[src/rtl/wishbone_rr_arbiter_if.sv]
// Bundle of the NM master-side Wishbone ports and the single shared slave-side port.
// The arbiter uses the slave modport; whatever drives the masters and the target uses master.
interface wishbone_rr_arbiter_if #(
  parameter int unsigned NM         = 2,
  parameter int unsigned ADDR_WIDTH = 32,
  parameter int unsigned DATA_WIDTH = 32,
  parameter int unsigned TAG_WIDTH  = 3
);
  localparam int unsigned SEL_WIDTH = DATA_WIDTH / 8;

  logic [NM-1:0]            masters_cyc;
  logic [NM-1:0]            masters_stb;
  logic [NM-1:0]            masters_we;
  logic [NM*TAG_WIDTH-1:0]  masters_tag;
  logic [NM*SEL_WIDTH-1:0]  masters_sel;
  logic [NM*ADDR_WIDTH-1:0] masters_adr;
  logic [NM*DATA_WIDTH-1:0] masters_mosi;
  logic [NM*DATA_WIDTH-1:0] masters_miso;
  logic [NM-1:0]            masters_ack;
  logic [NM-1:0]            masters_err;

  logic                     slave_cyc;
  logic                     slave_stb;
  logic                     slave_we;
  logic [TAG_WIDTH-1:0]     slave_tag;
  logic [SEL_WIDTH-1:0]     slave_sel;
  logic [ADDR_WIDTH-1:0]    slave_adr;
  logic [DATA_WIDTH-1:0]    slave_mosi;
  logic [DATA_WIDTH-1:0]    slave_miso;
  logic                     slave_ack;
  logic                     slave_err;

  modport slave (
    input  masters_cyc, masters_stb, masters_we, masters_tag, masters_sel, masters_adr,
           masters_mosi, slave_miso, slave_ack, slave_err,
    output masters_miso, masters_ack, masters_err, slave_cyc, slave_stb, slave_we, slave_tag,
           slave_sel, slave_adr, slave_mosi
  );

  modport master (
    output masters_cyc, masters_stb, masters_we, masters_tag, masters_sel, masters_adr,
           masters_mosi, slave_miso, slave_ack, slave_err,
    input  masters_miso, masters_ack, masters_err, slave_cyc, slave_stb, slave_we, slave_tag,
           slave_sel, slave_adr, slave_mosi
  );
endinterface

[src/rtl/wishbone_rr_arbiter.sv]
// Round-robin Wishbone arbiter with bus locking: a granted master owns the slave port until it
// drops cyc. A watchdog converts a stalled strobe into a one-cycle err so the bus cannot hang.
module wishbone_rr_arbiter #(
  parameter int unsigned NM         = 2,
  parameter int unsigned ADDR_WIDTH = 32,
  parameter int unsigned DATA_WIDTH = 32,
  parameter int unsigned TAG_WIDTH  = 3,
  parameter int unsigned TIMEOUT    = 256
) (
  input logic                  sys_clk,
  input logic                  sys_rst,
  wishbone_rr_arbiter_if.slave bus
);
  localparam int unsigned SEL_WIDTH = DATA_WIDTH / 8;
  localparam int unsigned GW = (NM > 1) ? $clog2(NM) : 1;
  localparam int unsigned WW = (TIMEOUT > 0) ? $clog2(TIMEOUT + 1) : 1;

  typedef enum logic {StIdle, StGranted} state_e;

  state_e        r_state, w_state;
  logic [GW-1:0] r_grant, w_grant;
  logic [GW-1:0] r_last, w_last;
  logic [WW-1:0] r_wdt, w_wdt;
  logic          r_abort, w_abort;

  logic          w_req;
  logic [GW-1:0] w_pick;
  int unsigned   w_best;
  logic          w_gcyc;
  logic          w_gstb;
  logic          w_fwd_cyc;
  logic          w_fwd_stb;

  // Distance of master idx from the slot right after last in the rotating priority order.
  function automatic int unsigned rr_dist(input int unsigned idx, input int unsigned last);
    return (idx + NM - last - 1) % NM;
  endfunction

  always_comb begin
    w_req  = |bus.masters_cyc;
    w_pick = '0;
    w_best = NM;
    for (int unsigned i = 0; i < NM; i++) begin
      if (bus.masters_cyc[i] && (rr_dist(i, 32'(r_last)) < w_best)) begin
        w_best = rr_dist(i, 32'(r_last));
        w_pick = GW'(i);
      end
    end
  end

  // Request mux and response demux, both steered by the registered grant.
  always_comb begin
    w_gcyc          = 1'b0;
    w_gstb          = 1'b0;
    w_fwd_cyc       = 1'b0;
    w_fwd_stb       = 1'b0;
    bus.slave_we    = 1'b0;
    bus.slave_tag   = '0;
    bus.slave_sel   = '0;
    bus.slave_adr   = '0;
    bus.slave_mosi  = '0;
    bus.masters_ack = '0;
    bus.masters_err = '0;
    bus.masters_miso = '0;
    if (r_state == StGranted) begin
      for (int unsigned i = 0; i < NM; i++) begin
        if (r_grant == GW'(i)) begin
          w_gcyc         = bus.masters_cyc[i];
          w_gstb         = bus.masters_stb[i];
          bus.slave_we   = bus.masters_we[i];
          bus.slave_tag  = bus.masters_tag[i*TAG_WIDTH +: TAG_WIDTH];
          bus.slave_sel  = bus.masters_sel[i*SEL_WIDTH +: SEL_WIDTH];
          bus.slave_adr  = bus.masters_adr[i*ADDR_WIDTH +: ADDR_WIDTH];
          bus.slave_mosi = bus.masters_mosi[i*DATA_WIDTH +: DATA_WIDTH];
          // An aborted or abandoned cycle must not see a stray ack from the target.
          bus.masters_ack[i] = bus.slave_ack & bus.masters_cyc[i] & ~r_abort;
          bus.masters_err[i] = bus.masters_cyc[i] & (bus.slave_err | r_abort);
          bus.masters_miso[i*DATA_WIDTH +: DATA_WIDTH] = bus.slave_miso;
        end
      end
      w_fwd_cyc = w_gcyc & ~r_abort;
      w_fwd_stb = w_gcyc & w_gstb & ~r_abort;
    end
    bus.slave_cyc = w_fwd_cyc;
    bus.slave_stb = w_fwd_stb;
  end

  always_comb begin
    w_state = r_state;
    w_grant = r_grant;
    w_last  = r_last;
    w_wdt   = '0;
    w_abort = 1'b0;
    case (r_state)
      StIdle: begin
        if (w_req) begin
          w_state = StGranted;
          w_grant = w_pick;
          w_last  = w_pick;
        end
      end
      StGranted: begin
        if (!w_gcyc) begin
          w_state = StIdle;
        end else if ((TIMEOUT > 0) && w_fwd_stb && !bus.slave_ack && !bus.slave_err) begin
          if (r_wdt == WW'(TIMEOUT - 1)) begin
            w_abort = 1'b1;
          end else begin
            w_wdt = r_wdt + WW'(1);
          end
        end
      end
      default: w_state = StIdle;
    endcase
  end

  always_ff @(posedge sys_clk) begin
    if (sys_rst) begin
      r_state <= StIdle;
      r_grant <= '0;
      r_last  <= GW'(NM - 1);
      r_wdt   <= '0;
      r_abort <= 1'b0;
    end else begin
      r_state <= w_state;
      r_grant <= w_grant;
      r_last  <= w_last;
      r_wdt   <= w_wdt;
      r_abort <= w_abort;
    end
  end

endmodule
[src/flat_wrapper.sv]
// flat-port wrapper written by rule: the top's interface ports become plain ports
module wishbone_rr_arbiter_flat 
#(
  parameter int unsigned NM         = 2,
  parameter int unsigned ADDR_WIDTH = 32,
  parameter int unsigned DATA_WIDTH = 32,
  parameter int unsigned TAG_WIDTH  = 3,
  parameter int unsigned TIMEOUT    = 256
)
  (sys_clk, sys_rst, bus_masters_cyc, bus_masters_stb, bus_masters_we, bus_masters_tag, bus_masters_sel, bus_masters_adr, bus_masters_mosi, bus_slave_miso, bus_slave_ack, bus_slave_err, bus_masters_miso, bus_masters_ack, bus_masters_err, bus_slave_cyc, bus_slave_stb, bus_slave_we, bus_slave_tag, bus_slave_sel, bus_slave_adr, bus_slave_mosi);
  wishbone_rr_arbiter_if #(.NM(NM), .ADDR_WIDTH(ADDR_WIDTH), .DATA_WIDTH(DATA_WIDTH), .TAG_WIDTH(TAG_WIDTH)) bus_i ();
  input logic sys_clk;
  input logic sys_rst;
  input wire logic [$bits(bus_i.masters_cyc)-1:0] bus_masters_cyc;
  input wire logic [$bits(bus_i.masters_stb)-1:0] bus_masters_stb;
  input wire logic [$bits(bus_i.masters_we)-1:0] bus_masters_we;
  input wire logic [$bits(bus_i.masters_tag)-1:0] bus_masters_tag;
  input wire logic [$bits(bus_i.masters_sel)-1:0] bus_masters_sel;
  input wire logic [$bits(bus_i.masters_adr)-1:0] bus_masters_adr;
  input wire logic [$bits(bus_i.masters_mosi)-1:0] bus_masters_mosi;
  input wire logic [$bits(bus_i.slave_miso)-1:0] bus_slave_miso;
  input wire logic [$bits(bus_i.slave_ack)-1:0] bus_slave_ack;
  input wire logic [$bits(bus_i.slave_err)-1:0] bus_slave_err;
  output wire logic [$bits(bus_i.masters_miso)-1:0] bus_masters_miso;
  output wire logic [$bits(bus_i.masters_ack)-1:0] bus_masters_ack;
  output wire logic [$bits(bus_i.masters_err)-1:0] bus_masters_err;
  output wire logic [$bits(bus_i.slave_cyc)-1:0] bus_slave_cyc;
  output wire logic [$bits(bus_i.slave_stb)-1:0] bus_slave_stb;
  output wire logic [$bits(bus_i.slave_we)-1:0] bus_slave_we;
  output wire logic [$bits(bus_i.slave_tag)-1:0] bus_slave_tag;
  output wire logic [$bits(bus_i.slave_sel)-1:0] bus_slave_sel;
  output wire logic [$bits(bus_i.slave_adr)-1:0] bus_slave_adr;
  output wire logic [$bits(bus_i.slave_mosi)-1:0] bus_slave_mosi;
  assign bus_i.masters_cyc = bus_masters_cyc;
  assign bus_i.masters_stb = bus_masters_stb;
  assign bus_i.masters_we = bus_masters_we;
  assign bus_i.masters_tag = bus_masters_tag;
  assign bus_i.masters_sel = bus_masters_sel;
  assign bus_i.masters_adr = bus_masters_adr;
  assign bus_i.masters_mosi = bus_masters_mosi;
  assign bus_i.slave_miso = bus_slave_miso;
  assign bus_i.slave_ack = bus_slave_ack;
  assign bus_i.slave_err = bus_slave_err;
  assign bus_masters_miso = bus_i.masters_miso;
  assign bus_masters_ack = bus_i.masters_ack;
  assign bus_masters_err = bus_i.masters_err;
  assign bus_slave_cyc = bus_i.slave_cyc;
  assign bus_slave_stb = bus_i.slave_stb;
  assign bus_slave_we = bus_i.slave_we;
  assign bus_slave_tag = bus_i.slave_tag;
  assign bus_slave_sel = bus_i.slave_sel;
  assign bus_slave_adr = bus_i.slave_adr;
  assign bus_slave_mosi = bus_i.slave_mosi;
  wishbone_rr_arbiter #(.NM(NM), .ADDR_WIDTH(ADDR_WIDTH), .DATA_WIDTH(DATA_WIDTH), .TAG_WIDTH(TAG_WIDTH), .TIMEOUT(TIMEOUT)) u_core (.sys_clk(sys_clk), .sys_rst(sys_rst), .bus(bus_i));
endmodule
[config.mk]
export PLATFORM = sky130hd
export DESIGN_NAME = wishbone_rr_arbiter_flat
export DESIGN_NICKNAME = d
export VERILOG_FILES = /design/src/rtl/wishbone_rr_arbiter_if.sv /design/src/rtl/wishbone_rr_arbiter.sv /design/src/flat_wrapper.sv
export SDC_FILE = /design/constraint.sdc
export NUM_CORES = 1
export LEC_CHECK = 0
export ABC_CLOCK_PERIOD_IN_PS = 6200
export CORE_AREA = 10 10 118 120
export CTS_CLUSTER_DIAMETER = 50
export DETAILED_ROUTE_END_ITERATION = 7
export DIE_AREA = 0 0 128 130
export PLACE_DENSITY = 0.66
export SLEW_MARGIN = 10
export SYNTH_ARGS = -nofsm -noshare
export SYNTH_HDL_FRONTEND = slang
export SYNTH_SLANG_ARGS = --single-unit
[constraint.sdc]
create_clock -name sys_clk -period 6.2 [get_ports sys_clk]
set_clock_uncertainty 0.05 [all_clocks]
set_input_delay 0.93 -clock sys_clk [delete_from_list [all_inputs] [get_ports sys_clk]]
set_output_delay 0.93 -clock sys_clk [all_outputs]
set_load 0.02 [all_outputs]
==> out/qor.csv, run 1 <==
stage,metric,value,unit
placed_design,port bufs,325,
pwr,PD cells,110,nW/um^2
synth,Post-Syn Instances,305,
clocking,"Reg clk slew, reported paths",0.05,ns
timing,Setup-failing EPs final,0,
drt,drt first pass iters,4,
floorplanning,Die Height,130,microns
grt,global-route wire length before repair,19800,microns
timing,Final Cycle Share,63.4,%
synth,Netlist Area Pre-Place,2120,sq um
synth,asr flop ratio synth,0,%
clocking,Sink Count,13,
clocking,post-CTS setup buffers,0,
cells_and_area,synthesis-to-layout area growth,161,%
worst_setup_path,Crit. End Element,output pin,
clocking,htree depth,1,
cells_and_area,layout cell share with drive strength beyond 1,2.46,%
synth,top-area cell type share of the netlist area,34.9,%
floorplanning,core area,11700,sq um
synth,Synth area leaders,"mux2i_1 (35%), nor2_1 (15%), dfxtp_1 (12%)",
clocking,CTS tree,yes,
drt,drt drc,0,
synth,Ys Warns,0,
cells_and_area,Total Nets Final,797,
pwr,worst vdd ir,0.119,mV
placed_design,dpl cells,753,
timing,RSZ-0062 raised after global routing,false,
clocking,post-CTS sizing,0,
worst_setup_path,Critical Path Start,u_core.r_state,
grt,grt ovf,0,
grt,Total GRT Usage,14.8,%
synth,Post-synth EDFFs,0,
grt,initial antenna violation count,0,
synth,cell accounting for the most synthesized area,mux2i_1,
timing,endpoints failing hold,0,
floorplanning,FP Rows,40,
timing,sum of negative setup slack,0,ns
synth,"flops & latches, synth",13,
grt,pin count of the biggest net entering global routing,57,
floorplanning,die area,16600,sq um
drt,wire per inst,18.6,microns
worst_setup_path,critical path type,flip-flop to output pin,
drt,Vias/cell,4.30,
clocking,Clock Latency Late Sink,0.24,ns
worst_setup_path,startpoint types,flip-flop,
drt,Post-Route WL,14100,microns
synth,Post-Syn Nets,491,
floorplanning,Die X,128,microns
drt,1st-iter DRT viols,111,
drt,antenna-violating nets left,0,
clocking,"Hold-fix buffers, CTS",0,
job,max_cap viols,0,
worst_setup_path,Worst EP arrival,2.95,ns
timing,Max Slew Vio Count,0,
floorplanning,Ports,326,
synth,Synth Flop Type,dfxtp_1,
synth,"Seq/Total Area, Yosys",12.3,%
clocking,CTS root buf,clkbuf_16,
placed_design,detailed placement HPWL,12200,microns
status,outcome,finished clean,
timing,fmax,0.254,GHz
worst_setup_path,worst r2r src,u_core.r_state,
timing,worst rel slew slack,30.0,%
synth,average size of a mapped cell,6.96,sq um
grt,vias in the first global route,3346,
floorplanning,Initial Util,18.1,%
pwr,Leak,2.08,nW
timing,worst slew pin tran,1.05,ns
clocking,Max clock buf depth,2,
clocking,CTS Buf Count,3,
synth,post-synthesis cell type count,30,
timing,min Tclk post-route,3.93,ns
worst_setup_path,Crit Path Max Fanout,51,
worst_hold_path,Hold Crit Class,flip-flop to flip-flop,
worst_setup_path,worst endpoint required time,5.22,ns
synth,Synth top cells by count,"nor2_1 (82), mux2i_1 (74), and3_1 (33)",
cells_and_area,final cell count without fillers,758,
drt,via count,3263,
worst_hold_path,Hold Path Origin,u_core.r_wdt[0],
synth,most common cell in the netlist,nor2_1,
placed_design,final RePlAce weighted congestion,0.861,
[final cells by class]
| class | count | area (sq um) |
|---|---|---|
| Clock buffer | 3 | 75.1 |
| Multi-Input combinational cell | 261 | 1730 |
| Tap cell | 147 | 184 |
| Antenna cell | 1 | 2.50 |
| Fill cell | 1155 | 6160 |
| Inverter | 4 | 15.0 |
| Sequential cell | 13 | 264 |
| Clock inverter | 1 | 5.00 |
| Timing Repair Buffer | 328 | 3280 |
[critical path, stage by stage, from the launching register on]
cell and delay [ns]:
dfxtp_1 1.01, inv_2 0.41, buf_4 0.41, nor2_1 0.18, clkdlybuf4s50_1 0.66
[metal layers]
layer / track usage, % / routed length (microns) / vias up / part of all wire, %
met3: 4.83 / 1170 / 4 / 8.3
met4: 1.46 / 57 / 0 / 0.40
li1: - / - / 1647 / -
met2: 28.0 / 7520 / 152 / 53
met1: 16.2 / 5350 / 1460 / 38
met5: 0 / 0 / - / 0
[per-stage QoR]
step                util, %  worst slack, ns  power (mW)  hold slack [ns]  cell area, sq um
global route           47.4             2.02       0.645            0.462              5550
floorplan                 -             3.63       0.255            0.380              2120
CTS                    47.4             2.23       0.619            0.418              5550
detailed placement     46.7             2.50       0.493            0.407              5470
finish                 47.4             2.27       0.610            0.418              5550
global placement       46.7             2.56       0.490            0.399              5470
[worst paths after layout]
check                     endpoint  slack [ns]  depth (start not counted)
hold reg to reg    u_core.r_wdt[0]        0.42                          1
setup reg to reg   u_core.r_wdt[6]        3.90                          3
hold / removal     u_core.r_wdt[0]        0.42                          1
setup / recovery  bus_slave_adr[1]        2.27                          4
[cell usage in the layout (no fill, tap or decap)]
| cell | n |
|---|---|
| a211o_1 | 1 |
| a211oi_1 | 1 |
| a21oi_2 | 3 |
| a32oi_1 | 1 |
| and2_1 | 32 |
| and3_1 | 33 |
| buf_4 | 3 |
| clkbuf_16 | 3 |
| clkdlybuf4s50_1 | 325 |
| clkinv_2 | 1 |
| dfxtp_1 | 12 |
| dfxtp_4 | 1 |
| diode_2 | 1 |
| ha_1 | 2 |
| inv_1 | 3 |
| inv_2 | 1 |
| mux2i_1 | 74 |
| nand2_1 | 4 |
| nand2b_1 | 2 |
| nand3_1 | 5 |
| nand4_1 | 1 |
| nor2_1 | 82 |
| nor2_2 | 3 |
| nor2b_1 | 1 |
| nor3_1 | 2 |
| nor3b_1 | 3 |
| o21ai_0 | 2 |
| o31ai_1 | 1 |
| or3_1 | 2 |
| or4_1 | 3 |
| xnor2_1 | 1 |
| xor2_1 | 2 |
[flip-flops by register name, indices dropped and copies added, names as in the netlist]
signal,cells
u_core.r_grant,1
u_core.r_wdt,9
u_core.r_abort,1
u_core.r_state,1
u_core.r_last,1
[logic make-up after synthesis]
kind of cell    Yosys count  share of synthesized area (%)
simple gates            173                           40.8
mux                      74                           34.9
buf+inv                  31                           6.37
flops                    13                           12.3
compound gates            9                           3.24
xor+xnor                  3                           1.24
fa+ha+maj                 2                           1.18
[where the power goes]
part	internal [mW]	total, mW	switching (mW)
sequential	0.0854	0.102	0.0164
combinational	0.227	0.386	0.159
clock	0.0858	0.122	0.0360
total	0.399	0.610	0.211
Power figures use the tool's default switching activity.
==> run 2: changes to the inputs <==
- ABC_CLOCK_PERIOD_IN_PS: 6200 -> 3800
- CORE_AREA: 10 10 118 120 -> 10 10 120 122
- DIE_AREA: 0 0 128 130 -> 0 0 130 132
- PLACE_DENSITY: 0.66 -> 0.64
- clock period: 6.2 -> 3.8 ns (I/O delays scaled with it)
==> out/qor.csv, run 2 (synthesis results as in run 1) <==
stage,metric,value,unit,change
timing,Final Cycle Share,76.8,%,
worst_setup_path,startpoint types,flip-flop,,
placed_design,Area after DPL,5510,sq um,+0.73%
drt,wire per inst,20.5,microns,+10%
grt,vias in the first global route,3394,,+1.4%
job,max_cap viols,0,,unchanged
drt,antenna-violating nets left,0,,unchanged
timing,worst slew pin tran,0.634,ns,-0.414 ns
worst_setup_path,crit-path leading delay family,buffers and inverters,,
clocking,post-CTS sizing,0,,unchanged
timing,min Tclk post-route,2.92,ns,
clocking,CTS root buf,clkbuf_16,,
cells_and_area,final cell count without fillers,763,,+0.66%
pwr,PD cells,180,nW/um^2,+64%
pwr,power share of the combinational group,65.1,%,+1.7 points
pwr,Int Pwr,0.657,mW,+65%
worst_setup_path,CP Buf/Inv Count,2,,-1
cells_and_area,"Design Area, Final",5590,sq um,+0.83%
clocking,Clock Latency Late Sink,0.24,ns,about the same
pwr,Leak,2.09,nW,+0.67%
timing,Setup-failing EPs final,0,,unchanged
worst_setup_path,Crit. End Element,output pin,,
floorplanning,Initial Util,17.8,%,-0.30 points
cells_and_area,"commonest non-fill, non-tap cells in the layout","clkdlybuf4s50_1 (325), nor2_1 (82), mux2i_1 (74)",,
grt,grt ovf,0,,unchanged
grt,Total GRT Usage,16.8,%,+2.0 points
worst_setup_path,"Slowest-stage cell, CP",dfxtp_4,,
worst_hold_path,Hold Crit Class,flip-flop to flip-flop,,
timing,RSZ-0062 raised after global routing,false,,
clocking,CTS tree,yes,,
cells_and_area,"commonest non-fill, non-tap cell in the layout",clkdlybuf4s50_1,,
pwr,register share of total power,15.3,%,-1.4 points
placed_design,detailed placement HPWL,13600,microns,+11%
grt,global-route wire length before repair,22500,microns,+13%
pwr,Net Switching,0.352,mW,+66%
timing,setup ws final,0.882,ns,-1.38 ns
timing,WHS,0.419,ns,+0.00138 ns
placed_design,dpl cells,755,,+0.27%
cells_and_area,layout cell share with drive strength beyond 1,2.61,%,+0.16 points
clocking,post-CTS setup buffers,0,,unchanged
floorplanning,Ports,326,,unchanged
worst_setup_path,Crit Path Max Fanout,51,,unchanged
clocking,"Reg clk slew, reported paths",0.04,ns,about the same
clocking,"Hold-fix buffers, CTS",0,,unchanged
timing,fmax,0.343,GHz,
drt,drt drc,0,,unchanged
floorplanning,core area,11900,sq um,+1.7%
drt,drt first pass iters,5,,+1
worst_setup_path,crit-path max cell delay,0.73,ns,-0.28 ns
floorplanning,Die Height,132,microns,+1.5%
timing,Max Slew Vio Count,0,,unchanged
timing,worst rel slew slack,57.7,%,+28 points
drt,Vias/cell,4.39,,+2.0%
floorplanning,die area,17200,sq um,+3.1%
worst_setup_path,CP cell instances,"buf_12, mux2i_1, nor2_1, clkdlybuf4s50_1",,
floorplanning,FP Rows,40,,unchanged
clocking,htree depth,1,,unchanged
placed_design,port bufs,325,,unchanged
drt,1st-iter DRT viols,106,,-4.5%
clocking,Sink Count,13,,unchanged
worst_setup_path,critical path type,flip-flop to output pin,,
placed_design,Setup WS pre-CTS,1.00,ns,-1.50 ns
status,outcome,finished clean,,
worst_setup_path,Worst EP arrival,2.30,ns,-0.65 ns
grt,pin count of the biggest net entering global routing,56,,-1.8%
worst_setup_path,worst endpoint required time,3.18,ns,-2.04 ns
grt,initial antenna violation count,5,,+5
drt,via count,3350,,+2.7%
pwr,overall power,1.01,mW,+65%
timing,endpoints failing hold,0,,unchanged
clocking,Max clock buf depth,2,,unchanged
clocking,CTS Buf Count,3,,unchanged
worst_setup_path,worst reg2reg setup slack,1.48,ns,-2.42 ns
pwr,Clock Power Share,19.7,%,-0.3 points
cells_and_area,Total Nets Final,799,,+0.25%
timing,sum of negative setup slack,0,ns,unchanged
placed_design,final RePlAce weighted congestion,0.900,,+4.4%
pwr,worst vdd ir,0.186,mV,+56%
pwr,switching share of power,34.9,%,+0.23 points
drt,Post-Route WL,15600,microns,+11%
cells_and_area,Reg with most FFs,u_core.r_wdt,,
cells_and_area,Util after Layout,47.0,%,-0.41 points
cells_and_area,max FFs per register,9,,unchanged
floorplanning,Die X,130,microns,+1.6%
cells_and_area,synthesis-to-layout area growth,164,%,
run 2: worst paths after layout:
| kind | end | from | cells past startpoint |
|---|---|---|---|
| max | bus_slave_adr[20] | u_core.r_grant | 4 |
| min | u_core.r_wdt[0] | u_core.r_wdt[0] | 1 |
| max reg2reg | u_core.r_wdt[5] | u_core.r_wdt[0] | 7 |
| min reg2reg | u_core.r_wdt[0] | u_core.r_wdt[0] | 1 |
run 2: metal layers:
| metal | share of wire, % | routed length [microns] | global-route usage (%) | vias to the layer above |
|---|---|---|---|---|
| li1 | - | - | - | 1656 |
| met1 | 34 | 5380 | 16.4 | 1529 |
| met2 | 53 | 8330 | 32.3 | 148 |
| met3 | 11 | 1760 | 7.00 | 15 |
| met4 | 0.92 | 144 | 2.00 | 2 |
| met5 | 0.13 | 20 | 0 | - |
run 2: cell type report:
| class | instances | area (sq um) |
|---|---|---|
| fillers | 1173 | 6320 |
| repair buffers | 330 | 3320 |
| multi-input cells | 261 | 1730 |
| flip-flops and latches | 13 | 264 |
| well taps | 147 | 184 |
| clock buffers | 4 | 78.8 |
| inverters | 4 | 15.0 |
| diodes | 4 | 10.0 |
run 2: power by group through the flow:
stage / registers, mW / clock network (mW) / logic, mW
6_report: 0.154 / 0.198 / 0.656
2_1_floorplan: 0.143 / 0 / 0.273
5_1_grt: 0.155 / 0.207 / 0.697
3_3_place_gp: 0.156 / 0 / 0.653
3_5_place_dp: 0.157 / 0 / 0.660
4_1_cts: 0.154 / 0.203 / 0.663
